$ cat src/rtl/mem_port_arbiter.sv
// rtl/mem_port_arbiter.sv - shares one memory port between IFU reads and LSU reads/writes
module mem_port_arbiter #(
  parameter int ADDR_WIDTH   = 32,
  parameter int DATA_WIDTH   = 32,
  parameter int STARVE_LIMIT = 4,
  parameter int TIMEOUT      = 255
) (
  input  logic                  clk,
  input  logic                  rst_n,
  input  logic                  ifu_req_valid,
  output logic                  ifu_req_ready,
  input  logic [ADDR_WIDTH-1:0] ifu_addr,
  output logic                  ifu_resp_valid,
  output logic [DATA_WIDTH-1:0] ifu_resp_data,
  input  logic                  lsu_req_valid,
  output logic                  lsu_req_ready,
  input  logic                  lsu_wen,
  input  logic [ADDR_WIDTH-1:0] lsu_addr,
  input  logic [DATA_WIDTH-1:0] lsu_wdata,
  input  logic [2:0]            lsu_len,
  output logic                  lsu_resp_valid,
  output logic [DATA_WIDTH-1:0] lsu_resp_data,
  output logic                  mem_req_valid,
  input  logic                  mem_req_ready,
  output logic                  mem_wen,
  output logic [ADDR_WIDTH-1:0] mem_addr,
  output logic [DATA_WIDTH-1:0] mem_wdata,
  output logic [2:0]            mem_len,
  input  logic                  mem_resp_valid,
  input  logic [DATA_WIDTH-1:0] mem_rdata,
  output logic                  err_timeout
);

  localparam int SW = $clog2(STARVE_LIMIT + 1);
  localparam logic [SW-1:0] STARVE_MAX = SW'(STARVE_LIMIT);
  // Counter value at which the next WAIT cycle completes TIMEOUT cycles.
  localparam logic [7:0] TMO_LAST = 8'(TIMEOUT - 1);

  typedef enum logic [1:0] {S_IDLE, S_ISSUE, S_WAIT, S_RESP} state_t;

  state_t                state;
  logic                  own_lsu_q;
  logic                  wen_q;
  logic [ADDR_WIDTH-1:0] addr_q;
  logic [DATA_WIDTH-1:0] wdata_q;
  logic [2:0]            len_q;
  logic [SW-1:0]         starve_cnt;
  logic [7:0]            tmo_cnt;
  logic                  ifu_grant;
  logic                  lsu_grant;
  logic                  issuing;

  // Grant in IDLE: LSU has priority unless the IFU has lost STARVE_LIMIT times in a row.
  always_comb begin
    ifu_grant = 1'b0;
    lsu_grant = 1'b0;
    if (rst_n && state == S_IDLE) begin
      ifu_grant = ifu_req_valid && (!lsu_req_valid || starve_cnt == STARVE_MAX);
      lsu_grant = lsu_req_valid && !ifu_grant;
    end
  end

  assign ifu_req_ready = ifu_grant;
  assign lsu_req_ready = lsu_grant;

  // Memory request fields are driven from the latched request only while issuing, else zero.
  always_comb begin
    issuing       = (state == S_ISSUE);
    mem_req_valid = issuing;
    mem_wen       = issuing & wen_q;
    mem_addr      = issuing ? addr_q  : '0;
    mem_wdata     = issuing ? wdata_q : '0;
    mem_len       = issuing ? len_q   : 3'd0;
  end

  // Transaction FSM: latch request, issue to memory, wait for response, pulse owner's response.
  always_ff @(posedge clk) begin
    if (!rst_n) begin
      state          <= S_IDLE;
      own_lsu_q      <= 1'b0;
      wen_q          <= 1'b0;
      addr_q         <= '0;
      wdata_q        <= '0;
      len_q          <= 3'd0;
      starve_cnt     <= '0;
      tmo_cnt        <= 8'd0;
      err_timeout    <= 1'b0;
      ifu_resp_valid <= 1'b0;
      ifu_resp_data  <= '0;
      lsu_resp_valid <= 1'b0;
      lsu_resp_data  <= '0;
    end else begin
      ifu_resp_valid <= 1'b0;
      lsu_resp_valid <= 1'b0;
      case (state)
        S_IDLE: begin
          if (lsu_grant) begin
            own_lsu_q <= 1'b1;
            wen_q     <= lsu_wen;
            addr_q    <= lsu_addr;
            wdata_q   <= lsu_wdata;
            len_q     <= lsu_len;
            state     <= S_ISSUE;
            if (ifu_req_valid && starve_cnt != STARVE_MAX) begin
              starve_cnt <= starve_cnt + 1'b1;
            end
          end else if (ifu_grant) begin
            own_lsu_q  <= 1'b0;
            wen_q      <= 1'b0;
            addr_q     <= ifu_addr;
            wdata_q    <= '0;
            len_q      <= 3'd4;
            starve_cnt <= '0;
            state      <= S_ISSUE;
          end
        end
        S_ISSUE: begin
          if (mem_req_ready) begin
            tmo_cnt <= 8'd0;
            state   <= S_WAIT;
          end
        end
        S_WAIT: begin
          if (tmo_cnt != 8'hFF) begin
            tmo_cnt <= tmo_cnt + 8'd1;
          end
          if (tmo_cnt == TMO_LAST) begin
            err_timeout <= 1'b1;
          end
          if (mem_resp_valid) begin
            state <= S_RESP;
            if (own_lsu_q) begin
              lsu_resp_valid <= 1'b1;
              lsu_resp_data  <= wen_q ? '0 : mem_rdata;
            end else begin
              ifu_resp_valid <= 1'b1;
              ifu_resp_data  <= mem_rdata;
            end
          end
        end
        default: begin
          state <= S_IDLE;
        end
      endcase
    end
  end

endmodule
$ cat config.mk
export PLATFORM = sky130hd
export DESIGN_NAME = mem_port_arbiter
export DESIGN_NICKNAME = d
export VERILOG_FILES = /design/src/rtl/mem_port_arbiter.sv
export SDC_FILE = /design/constraint.sdc
export NUM_CORES = 1
export LEC_CHECK = 0
export CAP_MARGIN = 10
export CORE_MARGIN = 3
export CORE_UTILIZATION = 41
export DETAILED_ROUTE_END_ITERATION = 12
export GPL_ROUTABILITY_DRIVEN = 0
export HOLD_SLACK_MARGIN = 0.06
export PLACE_DENSITY = 0.86
export SLEW_MARGIN = 20
export SYNTH_ARGS = -nofsm -noshare
export SYNTH_HDL_FRONTEND = slang
export SYNTH_SLANG_ARGS = --single-unit
$ cat constraint.sdc
create_clock -name clk -period 2.3 [get_ports clk]
set_input_delay 0.46 -clock clk [delete_from_list [all_inputs] [get_ports clk]]
set_output_delay 0.46 -clock clk [all_outputs]
set_load 0.03 [all_outputs]
---- Word-level counts from Yosys, hierarchy flattened ----
Cells that the tools add are included.
storage, ports and cells
  bits in registers ....................... 149
  word-level logic and storage cells ...... 74
  output and inout port bits .............. 138
  bits of input ports ..................... 138
operators by class
  eq/ne operators ......................... 11
  add/subtract/negate cells ............... 2
  reductions and logical operators ........ 18
  multiplexer cells ....................... 28
  bitwise gates (word level) .............. 2
operator list
  cell                 count
  $mux 32              7
  $mux 3               6
  $reduce_and 3->1     6
  $mux 8               2
  $pmux 8 s2           1
  $add 8x1->8 const B  1
  $eq 8x8->1 const B   1
  $mux 2               4
  $ne 8x8->1 const B   1
  $mux 1               7
  $ne 3x3->1 const B   2
  $pmux 2 s3           1
  $logic_and 1x1->1    4
  $ne 2x1->1 const B   2
  $ne 2x2->1 const B   2
  $reduce_and 2->1     2
  $reduce_bool 2->1    2
  $add 3x1->3 const B  1
  $eq 3x3->1 const B   1
  $eq 2x1->1 const B   1
  $eq 2x2->1 const B   1
  $logic_not 1->1      2
  $logic_not 2->1      1
  $and 1x1->1          1
  other kinds (2)      2

---- Depth between registers and ports, before layout ----
Gate-level depths: netlist of the first run.
  depth after elaboration ................. 8
  mapped depth ............................ 10
  mapped depth without buffers ............ 7

---- Worst setup path before layout of the first run ----
Ideal clock, no wire load.
  path type ............................... reg-to-output
  start point ............................. reg state[1]
  end point ............................... out mem_len[0]
  arrival time ............................ 1,677 ps
  stages on the path, launching flop included .. 7
  data required time ...................... 1,840 ps
  buffers on the path ..................... 3
  setup slack ............................. 163 ps
  path through ............................ dfxtp_1 > inv_1 > ha_1 > buf_2 > clkbuf_1 > clkbuf_1 > and2_1
on the way
  cells in the longest elaborated chain, start to end .. 2
RTL lines
  element                 line  text
  from (decl)             41    state_t state;
  from (signal assigned)  79    state <= S_IDLE;
  from (signal assigned)  103   state <= S_ISSUE;
  from (signal assigned)  114   state <= S_ISSUE;
  $eq 2x1->1              68    issuing = (state == S_ISSUE);
  via mem_req_valid       23    output logic mem_req_valid,
  $mux 3                  73    mem_len = issuing ? len_q : 3'd0;
  to (decl)               28    output logic [2:0] mem_len,
The timed path passes the listed nets, and every way through them passes these cells.

---- Final worst setup path of the first run ----
  start point ............................. reg state[0]
  end point ............................... out ifu_req_ready
on the way
  cells in the longest elaborated chain, start to end .. 3
RTL lines
  element            line  text
  $logic_not 2->1    57    if (rst_n && state == S_IDLE) begin
  $logic_and 1x1->1  57
  $mux 1             57
  to (decl)          11    output logic ifu_req_ready,
Every way passes these cells.

==> results of run 1 <==
[metrics by stage]
| step | power (mW) | util [%] | area (um^2) | std cells | hold slack [ns] |
|---|---|---|---|---|---|
| 2_1_floorplan | 4.44 | - | 5920 | 695 | 0.446 |
| 5_1_grt | 8.61 | 66.4 | 9290 | 1143 | 0.472 |
| 4_1_cts | 8.26 | 66.3 | 9280 | 1143 | 0.455 |
| 3_3_place_gp | 5.31 | 61.9 | 8660 | 1111 | 0.441 |
| 6_report | 8.20 | 66.4 | 9290 | 1143 | 0.455 |
| 3_5_place_dp | 5.35 | 61.9 | 8660 | 1111 | 0.446 |
[metal layers]
metal | vias to the layer above | global-route usage (%)
met1 | 2734 | 26.1
met5 | - | 0
met3 | 35 | 7.38
met4 | 0 | 9.78
li1 | 2885 | -
met2 | 266 | 38.4
[critical path, cell delays in order (launching register included)]
cell and delay [ns]:
dfxtp_1 0.33, inv_1 0.09, ha_2 0.24, and2_4 0.18
nand2_1 0.13, a21oi_2 0.14, buf_4 0.18
[Yosys cell counts, types with 2 or more instances]
master	number	area, um^2
and3_1	2	12.5
buf_1	3	11.3
a31oi_1	3	18.8
nor2_1	45	169
a21oi_1	101	505
mux2i_1	4	40.0
nand2b_1	2	12.5
nand2_1	108	405
dfxtp_1	149	2980
a22oi_1	35	263
clkbuf_1	46	173
nor3_1	3	15.0
and2_1	69	432
xnor2_1	2	17.5
nand3_1	8	40.0
nand4_1	2	12.5
o21a_1	2	15.0
a22o_1	32	280
buf_2	6	30.0
buf_6	2	22.5
inv_1	8	30.0
nor2b_1	3	18.8
o21ai_0	38	190
ha_1	7	87.6
[report_power, final]
| part | internal, mW | switching (mW) |
|---|---|---|
| registers | 2.89 | 0.150 |
| clock network | 1.75 | 1.12 |
| logic | 0.934 | 1.36 |
| total | 5.57 | 2.63 |
[registers in the layout, summed over array words and instances (netlist names)]
| signal | cells |
|---|---|
| addr_q | 32 |
| err_timeout | 1 |
| ifu_resp_data | 32 |
| ifu_resp_valid | 1 |
| len_q | 3 |
| lsu_resp_data | 32 |
| lsu_resp_valid | 1 |
| own_lsu_q | 1 |
| starve_cnt | 3 |
| state | 2 |
| tmo_cnt | 8 |
| wdata_q | 32 |
| wen_q | 1 |
[kinds of logic after synthesis]
logic type | synth area share [%]
compound gates | 22.5
mux | 0.677
simple gates | 19.9
xor+xnor | 0.296
fa+ha+maj | 1.48
flops | 50.4
buf+inv | 4.70
[timing repair]
item                                    CTS  global route
setup buffers                             0             0
hold endpoints to repair                  0             0
endpoints found under the setup margin    2             6
resized for setup                         2             4
gates cloned                              0             0
[cell type report]
| cell class | count | share of cell area, % |
|---|---|---|
| sequential | 149 | 32.1 |
| multi-input combinational | 479 | 28.8 |
| tap | 180 | 2.42 |
| timing repair buffer | 294 | 29.7 |
| clock buffer | 18 | 4.73 |
| inverter | 9 | 0.364 |
| clock inverter | 14 | 1.87 |
[how the worst max path moves through the flow]
stage               slack, ns  startpoint  cells after the start             to
floorplan                0.16    state[1]                      6     mem_len[0]
global placement         0.12       rst_n                      7      addr_q[4]
detailed placement       0.06       rst_n                      7      addr_q[5]
CTS                      0.02    state[1]                      5   mem_addr[25]
global route             0.01    state[0]                      6  ifu_req_ready
finish                   0.14    state[0]                      6  ifu_req_ready
==> metrics.md, run 1 <==
| Metric | Value |
|---|---|
| EDFF count, synth | `0` |
| Clock root buffer | `clkbuf_16` |
| R2r setup slk | `0.23 ns` |
| Die height | `between 100 and 150 um` |
| RSZ-0062 raised after global routing | `false` |
| Metal2 WL | `~9000 um` |
| Reg2reg start | `state[0]` |
| Initial antenna violation count | `0` |
| Die W | `126 um` |
| CP required | `1.84 ns` |
| Start point of the worst min-delay path | `ifu_resp_data[6]` |
| Vias in the first global route | `5,795` |
| DRC | `0` |
| Vias | `5,920` |
| Commonest non-fill, non-tap cell in the layout | `clkdlybuf4s50_1` |
| Clock skew | `0.00697 ns` |
| Ys async rst share | `0%` |
| FP Rows | `43` |
| Commonest cells after routing, fill and taps aside | `204 x clkdlybuf4s50_1, 149 x dfxtp_1, 108 x nand2_1` |
| Final-layout fill cell count | `1,118` |
| Worst r2r dst | `tmo_cnt[6]` |
| Via-to-Cell Ratio | `between 5 and 6` |
| Largest net degree at the start of global routing | `76` |
| WHS Path Cells | `2` |
| Routed wl met3 | `1590 um` |
| Worst-path clk slew | `0.06 ns` |
| Endpoints failing setup | `0` |
| CTS max path bufs | `2` |
| TritonRoute pass-1 iters | `5` |
| Nets | `roughly 1,100` |
| Slew at the pin closest to its max-slew limit | `0.819 ns` |
| Reg area | `slightly below 3000 um^2` |
| LEAKAGE | `approximately 3.7 nW` |
| Initial DRC count | `331` |
| # IOs | `276` |
| Later-pin clock latency in the skew report | `0.42 ns` |
| Synth warn | `0` |
| Input/output buffers | `approximately 280` |
| #FFs+latches synth | `149` |
| Final min period | `2.16 ns` |
| Sum of negative setup slack | `0 ns` |
| Hold EP | `ifu_resp_data[6]` |
| Area of the multi-input gates | `2680 um^2` |
| Max-slew violation count | `0` |
| Area Growth Syn to Fin | `57.1%` |
| Routed wire per std cell | `16.1 um` |
| Hold buffers post-CTS | `0` |
| Grt ovf | `0` |
| Final Hold Fails | `0` |
| Hpwl dp | `12,800 um` |
| Worst EP arrival | `between 1.5 and 2 ns` |
| Diode count | `0` |
| Startpoint types | `flip-flop` |
| Max_slew headroom | `between 40% and 50%` |
| Register area share after synthesis | `between 50% and 60%` |
| Final worst slack | `0.136 ns` |
| Cells after Synth | `695` |
| First-pass GRT wire length | `29,200 um` |
| Total die area | `15,900 um^2` |
| Distinct cell type count after synthesis | `39` |
| Synthesized area | `about 6000 um^2` |
| CP max FO | `6` |
| Antenna viol nets, final | `0` |
| Pwr dens | `slightly below 900 nW/um^2` |
| CTS tree | `yes` |
| Top FF cell, synth | `dfxtp_1` |
| Share of layout cells above drive strength 1 | `14.2%` |
| Period utilization | `94.1%` |
| Pre-CTS setup slack | `between 0.05 and 0.06 ns` |
| Initial Utilization | `42.3%` |
| Top achievable clock speed | `roughly 460 MHz` |
| Clock sink count | `149` |
| Syn_nets | `840` |
| Status | `completed` |
| Top sig layer | `met4` |
| CTS Buf Count | `17` |
| Syn Area/Cell | `8.51 um^2` |
| Crit path kind | `reg2out` |
| Crit path capture type | `primary output` |
| Core box area | `14,000 um^2` |
| H-tree lvl count | `4` |
| Max-cap viol count | `0` |
| Drt total wl | `18,400 um` |
| Hold Path Class | `reg2reg` |
| Maximum VDD drop | `0.551 mV` |
| M1 WL | `7450 um` |
| Reg2Reg Depth | `6` |
| Total routing usage reported by global routing | `22.6%` |
Note: power is estimated with default switching activity, not from simulation.
==> run 2, diff against run 1 <==
GPL_TIMING_DRIVEN = 0   (was default)
RECOVER_POWER = 50   (was default)
==> metrics.md, run 2 (synthesis results as in run 1) <==
| Metric | Value |
|---|---|
| Slew at the pin closest to its max-slew limit | `0.610 ns (was 0.819 ns)` |
| DRC | `0 (unchanged)` |
| Hold Path Class | `reg2reg (unchanged)` |
| Worst r2r dst | `tmo_cnt[6] (unchanged)` |
| Utilization after layout | `66.9% (was 66.4%)` |
| Clock skew | `0.00753 ns (was 0.00697 ns)` |
| Via-to-Cell Ratio | `5.20 (was 5.18)` |
| Startpoint types | `flip-flop (unchanged)` |
| Max stage delay on crit path | `0.32 ns (was 0.33 ns)` |
| Initial antenna violation count | `0 (unchanged)` |
| Later-pin clock latency in the skew report | `0.42 ns (about the same)` |
| Share of layout cells above drive strength 1 | `13.2% (was 14.2%)` |
| Drt total wl | `19,900 um (was 18,400 um)` |
| Nets | `1,134 (was 1,095)` |
| Max-slew violation count | `0 (unchanged)` |
| Maximum VDD drop | `0.680 mV (was 0.551 mV)` |
| Post-route insts no fill | `1,181 (was 1,143)` |
| R2r setup slk | `0.15 ns (was 0.23 ns)` |
| Largest net degree at the start of global routing | `17 (was 76)` |
| Period utilization | `99.4% (was 94.1%)` |
| Reg area | `2980 um^2 (about the same)` |
| Critical Path Stages | `7 (was 6)` |
| CP max FO | `6 (unchanged)` |
| Max_slew headroom | `59.4% (was 45.4%)` |
| TritonRoute pass-1 iters | `5 (unchanged)` |
| Hpwl dp | `14,700 um (was 12,800 um)` |
| First-pass GRT wire length | `31,300 um (was 29,200 um)` |
| Worst path top cell family by delay | `buffers and inverters (was flip-flops)` |
| Core box area | `14,000 um^2 (unchanged)` |
| Cells after DPL | `1,149 (was 1,111)` |
| Die height | `126 um (unchanged)` |
| CTS Buf Count | `17 (unchanged)` |
| Final worst slack | `0.0141 ns (was 0.136 ns)` |
| Grt ovf | `0 (unchanged)` |
| Reg2Reg Depth | `8 (was 6)` |
| Vias in the first global route | `6,188 (was 5,795)` |
| Pwr dens | `892 nW/um^2 (was 882 nW/um^2)` |
| Max-cap viol count | `0 (unchanged)` |
| Clock sink count | `149 (unchanged)` |
| H-tree lvl count | `4 (unchanged)` |
| # IOs | `276 (unchanged)` |
| Final-layout fill cell count | `1,155 (was 1,118)` |
| WP buf/inv | `3 (was 2)` |
| Diode count | `0 (unchanged)` |
| Final min period | `2.29 ns (was 2.16 ns)` |
| Final Hold Fails | `0 (unchanged)` |
| Initial Utilization | `42.3% (unchanged)` |
| Hold buffers post-CTS | `0 (unchanged)` |
| Pre-CTS setup slack | `-1.09 ns (was 0.0600 ns)` |
| Area of the multi-input gates | `2670 um^2 (was 2680 um^2)` |
| CTS tree | `yes (unchanged)` |
| Worst-path cell chain | `inv_1 -> ha_2 -> and2_0 -> clkbuf_2 -> nand2_1 -> a21oi_1 -> buf_4 (was inv_1 -> ha_2 -> and2_4 -> nand2_1 -> a21oi_2 -> buf_4)` |
| Crit path capture type | `primary output (unchanged)` |
| CP required | `1.84 ns (about the same)` |
| Crit path kind | `reg2out (unchanged)` |
| Total die area | `15,900 um^2 (unchanged)` |
| Antenna viol nets, final | `0 (unchanged)` |
| Commonest non-fill, non-tap cell in the layout | `clkdlybuf4s50_1 (unchanged)` |
| RSZ-0062 raised after global routing | `true (was false)` |
| Worst Setup EP | `ifu_req_ready (unchanged)` |
| Status | `completed (unchanged)` |
| Reg2reg start | `state[1] (was state[0])` |
| Die W | `126 um (unchanged)` |
| CTS max path bufs | `2 (unchanged)` |
| Setup crit start | `state[0] (unchanged)` |
| Endpoints failing setup | `0 (unchanged)` |
| Area Growth Syn to Fin | `58.3% (was 57.1%)` |
| Worst path slowest cell | `dfxtp_1 (unchanged)` |
| Total routing usage reported by global routing | `24.6% (was 22.6%)` |
| Vias | `6,139 (was 5,920)` |
| Commonest cells after routing, fill and taps aside | `203 x clkdlybuf4s50_1, 148 x dfxtp_1, 108 x nand2_1 (was 204 x clkdlybuf4s50_1, 149 x dfxtp_1, 108 x nand2_1)` |
| FP Rows | `43 (unchanged)` |
| Worst EP arrival | `1.83 ns (was 1.70 ns)` |
| Input/output buffers | `274 (was 275)` |
| Clock root buffer | `clkbuf_16 (unchanged)` |
| Top achievable clock speed | `437 MHz (was 462 MHz)` |
| Initial DRC count | `303 (was 331)` |
| Routed wire per std cell | `16.9 um (was 16.1 um)` |
| Worst-path clk slew | `0.06 ns (about the same)` |
| LEAKAGE | `3.78 nW (was 3.73 nW)` |
run 2: cell count changes in the layout (fill, tap and decap cells not counted), moves of 3 or more:
| cell | before | now |
|---|---|---|
| clkdlybuf4s15_2 | 0 | 5 |
| buf_12 | 3 | 0 |
| buf_6 | 1 | 6 |
| buf_4 | 86 | 21 |
| buf_2 | 0 | 46 |
| clkbuf_4 | 0 | 5 |
| clkbuf_2 | 0 | 3 |
| clkbuf_8 | 1 | 6 |
| buf_1 | 0 | 3 |
| clkbuf_1 | 0 | 36 |
run 2: power by group:
group	total (mW)	internal, mW	leakage (nW)	switching [mW]
Combinational	2.41	0.982	2.27	1.43
Sequential	3.04	2.89	1.21	0.148
Clock	2.91	1.79	0.304	1.11
run 2: per-layer routing:
metal	up-vias	share of wire, %	global-route usage, %	wire length (um)
met2	260	49	42.9	9810
met4	0	2.3	8.71	452
li1	2967	-	-	-
met5	-	0	0	0
met3	34	9.6	9.92	1910
met1	2878	39	27.0	7760
run 2: layout make-up:
cell class                 count  share of cell area (%)
clock buffer                  20                    4.98
timing repair buffer         276                    26.8
clock inverter                11                    1.60
sequential                   149                    31.9
multi-input combinational    479                    28.5
tap                          180                    2.41
inverter                       9                   0.494
buffer                        57                    3.33
run 2: what timing repair did:
| item | CTS | global route |
|---|---|---|
| resized for setup | 331 | 71 |
| setup buffers | 0 | 2 |
| cloned | 0 | 0 |
| setup endpoints to repair | 70 | 89 |
run 2: how the worst min path moves through the flow:
stage	slack (ns)	from	cells past startpoint	endpoint
after floorplan	0.45	tmo_cnt[7]	2	tmo_cnt[7]
after global placement	0.44	ifu_resp_data[18]	2	ifu_resp_data[18]
after detailed placement	0.45	ifu_resp_data[29]	2	ifu_resp_data[29]
after CTS	0.45	ifu_resp_data[29]	2	ifu_resp_data[29]
after global routing	0.48	ifu_resp_data[29]	2	ifu_resp_data[29]
final	0.46	ifu_resp_data[6]	2	ifu_resp_data[6]
run 2: worst register-to-register path, stage by stage, from the launching register on:
cell	delay (ns)
dfxtp_2	0.33
inv_1	0.06
ha_2	0.18
buf_6	0.14
buf_4	0.14
mux2i_1	0.19
or4b_4	0.58
or3_1	0.31
a21oi_1	0.14
run 2: stage by stage:
| stage | setup TNS, ns | power [mW] | cell area (um^2) | hold WS, ns |
|---|---|---|---|---|
| floorplan | 0 | 4.44 | 5920 | 0.446 |
| global placement | -41.57 | 5.38 | 8880 | 0.442 |
| detailed placement | -44.77 | 5.42 | 8880 | 0.446 |
| CTS | -0.0319 | 8.40 | 9530 | 0.454 |
| global route | -0.582 | 8.75 | 9360 | 0.481 |
| finish | 0 | 8.36 | 9360 | 0.456 |
==> run 3, diff against run 2 <==
CTS_BUF_LIST = sky130_fd_sc_hd__clkbuf_16   (was default)
==> metrics.md, run 3 (synthesis results as in run 1) <==
| Metric | Value |
|---|---|
| Status | `completed (unchanged)` |
| Commonest cells after routing, fill and taps aside | `148 x dfxtp_1, 136 x clkdlybuf4s50_1, 108 x nand2_1 (was 203 x clkdlybuf4s50_1, 148 x dfxtp_1, 108 x nand2_1)` |
| Initial Utilization | `42.3% (unchanged)` |
| Clock network power share | `34.1% (was 34.8%)` |
| Net Sw Frac | `32.6% (was 32.2%)` |
| Die height | `126 um (unchanged)` |
| Max-cap viol count | `0 (unchanged)` |
| Core box area | `14,000 um^2 (unchanged)` |
| Reg2Reg Depth | `10 (was 8)` |
| Largest net degree at the start of global routing | `17 (unchanged)` |
| Clock sink count | `149 (unchanged)` |
| DRC | `0 (unchanged)` |
| Max-slew violation count | `0 (unchanged)` |
| Grt ovf | `0 (unchanged)` |
| Max_slew headroom | `58.6% (was 59.4%)` |
| Vias | `6,207 (was 6,139)` |
| CP max FO | `6 (unchanged)` |
| Cell Area, Placed | `8880 um^2 (unchanged)` |
| Period utilization | `99.4% (about the same)` |
| CP required | `1.84 ns (about the same)` |
| RSZ-0062 raised after global routing | `true (unchanged)` |
| Initial DRC count | `331 (was 303)` |
| Crit path capture type | `primary output (unchanged)` |
| Startpoint types | `flip-flop (unchanged)` |
| Crit path kind | `reg2out (unchanged)` |
| Pwr dens | `880 nW/um^2 (was 892 nW/um^2)` |
| LEAKAGE | `3.98 nW (was 3.78 nW)` |
| First-pass GRT wire length | `31,200 um (was 31,300 um)` |
| Antenna viol nets, final | `0 (unchanged)` |
| Max stage delay on crit path | `0.32 ns (about the same)` |
| Nets | `1,134 (unchanged)` |
| Top achievable clock speed | `437 MHz (about the same)` |
| Final min period | `2.29 ns (about the same)` |
| WHS Path Cells | `2 (unchanged)` |
| Drt total wl | `20,000 um (was 19,900 um)` |
| Share of layout cells above drive strength 1 | `12.4% (was 13.2%)` |
| Hpwl dp | `14,700 um (unchanged)` |
| WP buf/inv | `3 (unchanged)` |
| CTS max path bufs | `2 (unchanged)` |
| Hold Path Class | `reg2reg (unchanged)` |
| Input/output buffers | `274 (unchanged)` |
| Via-to-Cell Ratio | `5.26 (was 5.20)` |
| Die W | `126 um (unchanged)` |
| Clock root buffer | `clkbuf_16 (unchanged)` |
| Sequential share of power | `36.9% (was 36.3%)` |
| Worst-path cell chain | `inv_1 -> ha_2 -> and2_0 -> clkbuf_2 -> nand2_1 -> a21oi_1 -> buf_4 (unchanged)` |
| Post-route insts no fill | `1,181 (unchanged)` |
| Pre-CTS setup slack | `-1.09 ns (unchanged)` |
| CTS tree | `yes (unchanged)` |
| FP Rows | `43 (unchanged)` |
| Combinational share of power | `29.0% (was 28.9%)` |
| TritonRoute pass-1 iters | `4 (was 5)` |
| Worst path slowest cell | `dfxtp_1 (unchanged)` |
| Total die area | `15,900 um^2 (unchanged)` |
| # IOs | `276 (unchanged)` |
| Later-pin clock latency in the skew report | `0.42 ns (about the same)` |
| Final Hold Fails | `0 (unchanged)` |
| Initial antenna violation count | `0 (unchanged)` |
| H-tree lvl count | `4 (unchanged)` |
| Clock skew | `0.00865 ns (was 0.00753 ns)` |
| Total routing usage reported by global routing | `24.4% (was 24.6%)` |
| Hold buffers post-CTS | `0 (unchanged)` |
| Routed wire per std cell | `16.9 um (about the same)` |
| Sw Pwr | `2.68 mW (was 2.69 mW)` |
| Worst EP arrival | `1.83 ns (about the same)` |
| Worst path top cell family by delay | `buffers and inverters (unchanged)` |
| Area Growth Syn to Fin | `57.9% (was 58.3%)` |
| Vias in the first global route | `6,180 (was 6,188)` |
| Slew at the pin closest to its max-slew limit | `0.621 ns (was 0.610 ns)` |
| P_int | `5.54 mW (was 5.66 mW)` |
| Maximum VDD drop | `0.580 mV (was 0.680 mV)` |
| Critical Path Stages | `7 (unchanged)` |
| Commonest non-fill, non-tap cell in the layout | `dfxtp_1 (was clkdlybuf4s50_1)` |
| Worst-path clk slew | `0.06 ns (about the same)` |
| Diode count | `0 (unchanged)` |
| Design area | `9340 um^2 (was 9360 um^2)` |
| Final worst slack | `0.0134 ns (was 0.0141 ns)` |
| Cells after DPL | `1,149 (unchanged)` |
| Endpoints failing setup | `0 (unchanged)` |
| CTS Buf Count | `17 (unchanged)` |
[run 3: cell count changes in the layout (fill, tap and decap cells not counted), moves of 2 or more]
| cell | change |
|---|---|
| buf_2 | -5 |
| clkbuf_4 | +4 |
| clkdlybuf4s15_2 | +2 |
| clkinv_1 | +3 |
| clkbuf_1 | +5 |
| clkdlybuf4s18_2 | +2 |
| clkbuf_8 | -3 |
| clkdlybuf4s50_1 | -67 |
| buf_4 | -6 |
| dlygate4sd3_1 | +67 |
[run 3: routing by layer]
layer / GRT usage [%] / wire length [um] / vias up
met4: 9.46 / 430 / 0
met2: 42.8 / 9930 / 273
met3: 8.78 / 1830 / 31
met1: 27.0 / 7790 / 2929
li1: - / - / 2974
met5: 0 / 0 / -
[run 3: repair_timing]
action / CTS / global route
gates resized for setup: 318 / 85
setup endpoints to repair: 70 / 89
buffers inserted: 0 / 2
gates cloned: 0 / 0
pin swaps: 0 / 0
[run 3: final timing paths]
check | start | endpoint | slack [ns]
max | state[0] | ifu_req_ready | 0.01
min | ifu_resp_data[17] | ifu_resp_data[17] | 0.45
max reg2reg | state[0] | wdata_q[13] | 0.09
min reg2reg | ifu_resp_data[17] | ifu_resp_data[17] | 0.45
[run 3: tightest hold or removal path: cells and delay by family, from the launching register on]
kind / cells / cell delay [ns]
DFF: 1 / 0.30
AOI/OAI and AO/OA: 1 / 0.05
and+or+nand+nor: 1 / 0.05
[run 3: power groups by stage]
stage / combinational, mW / clock (mW) / sequential (mW)
after global routing: 2.59 / 2.94 / 3.07
after CTS: 2.43 / 2.83 / 3.03
after floorplan: 1.27 / 0 / 3.17
after global placement: 2.31 / 0 / 3.07
final: 2.38 / 2.80 / 3.03
after detailed placement: 2.34 / 0 / 3.08
[run 3: area by class of cell]
type / instances / area [um^2]
fillers: 1161 / 4650
flip-flops and latches: 149 / 2980
multi-input cells: 479 / 2670
repair buffers: 276 / 2520
clock buffers: 17 / 425
plain buffers: 57 / 309
well taps: 180 / 225
clock inverters: 14 / 161
inverters: 9 / 46.3
[run 3: metrics by stage]
| stage | total power [mW] | utilization, % | setup TNS (ns) | hold WS (ns) |
|---|---|---|---|---|
| floorplan | 4.44 | - | 0 | 0.446 |
| global placement | 5.38 | 63.5 | -41.57 | 0.442 |
| detailed placement | 5.42 | 63.5 | -44.77 | 0.446 |
| CTS | 8.29 | 67.6 | -0.0273 | 0.454 |
| global route | 8.60 | 66.8 | -1.01 | 0.478 |
| finish | 8.22 | 66.8 | 0 | 0.450 |
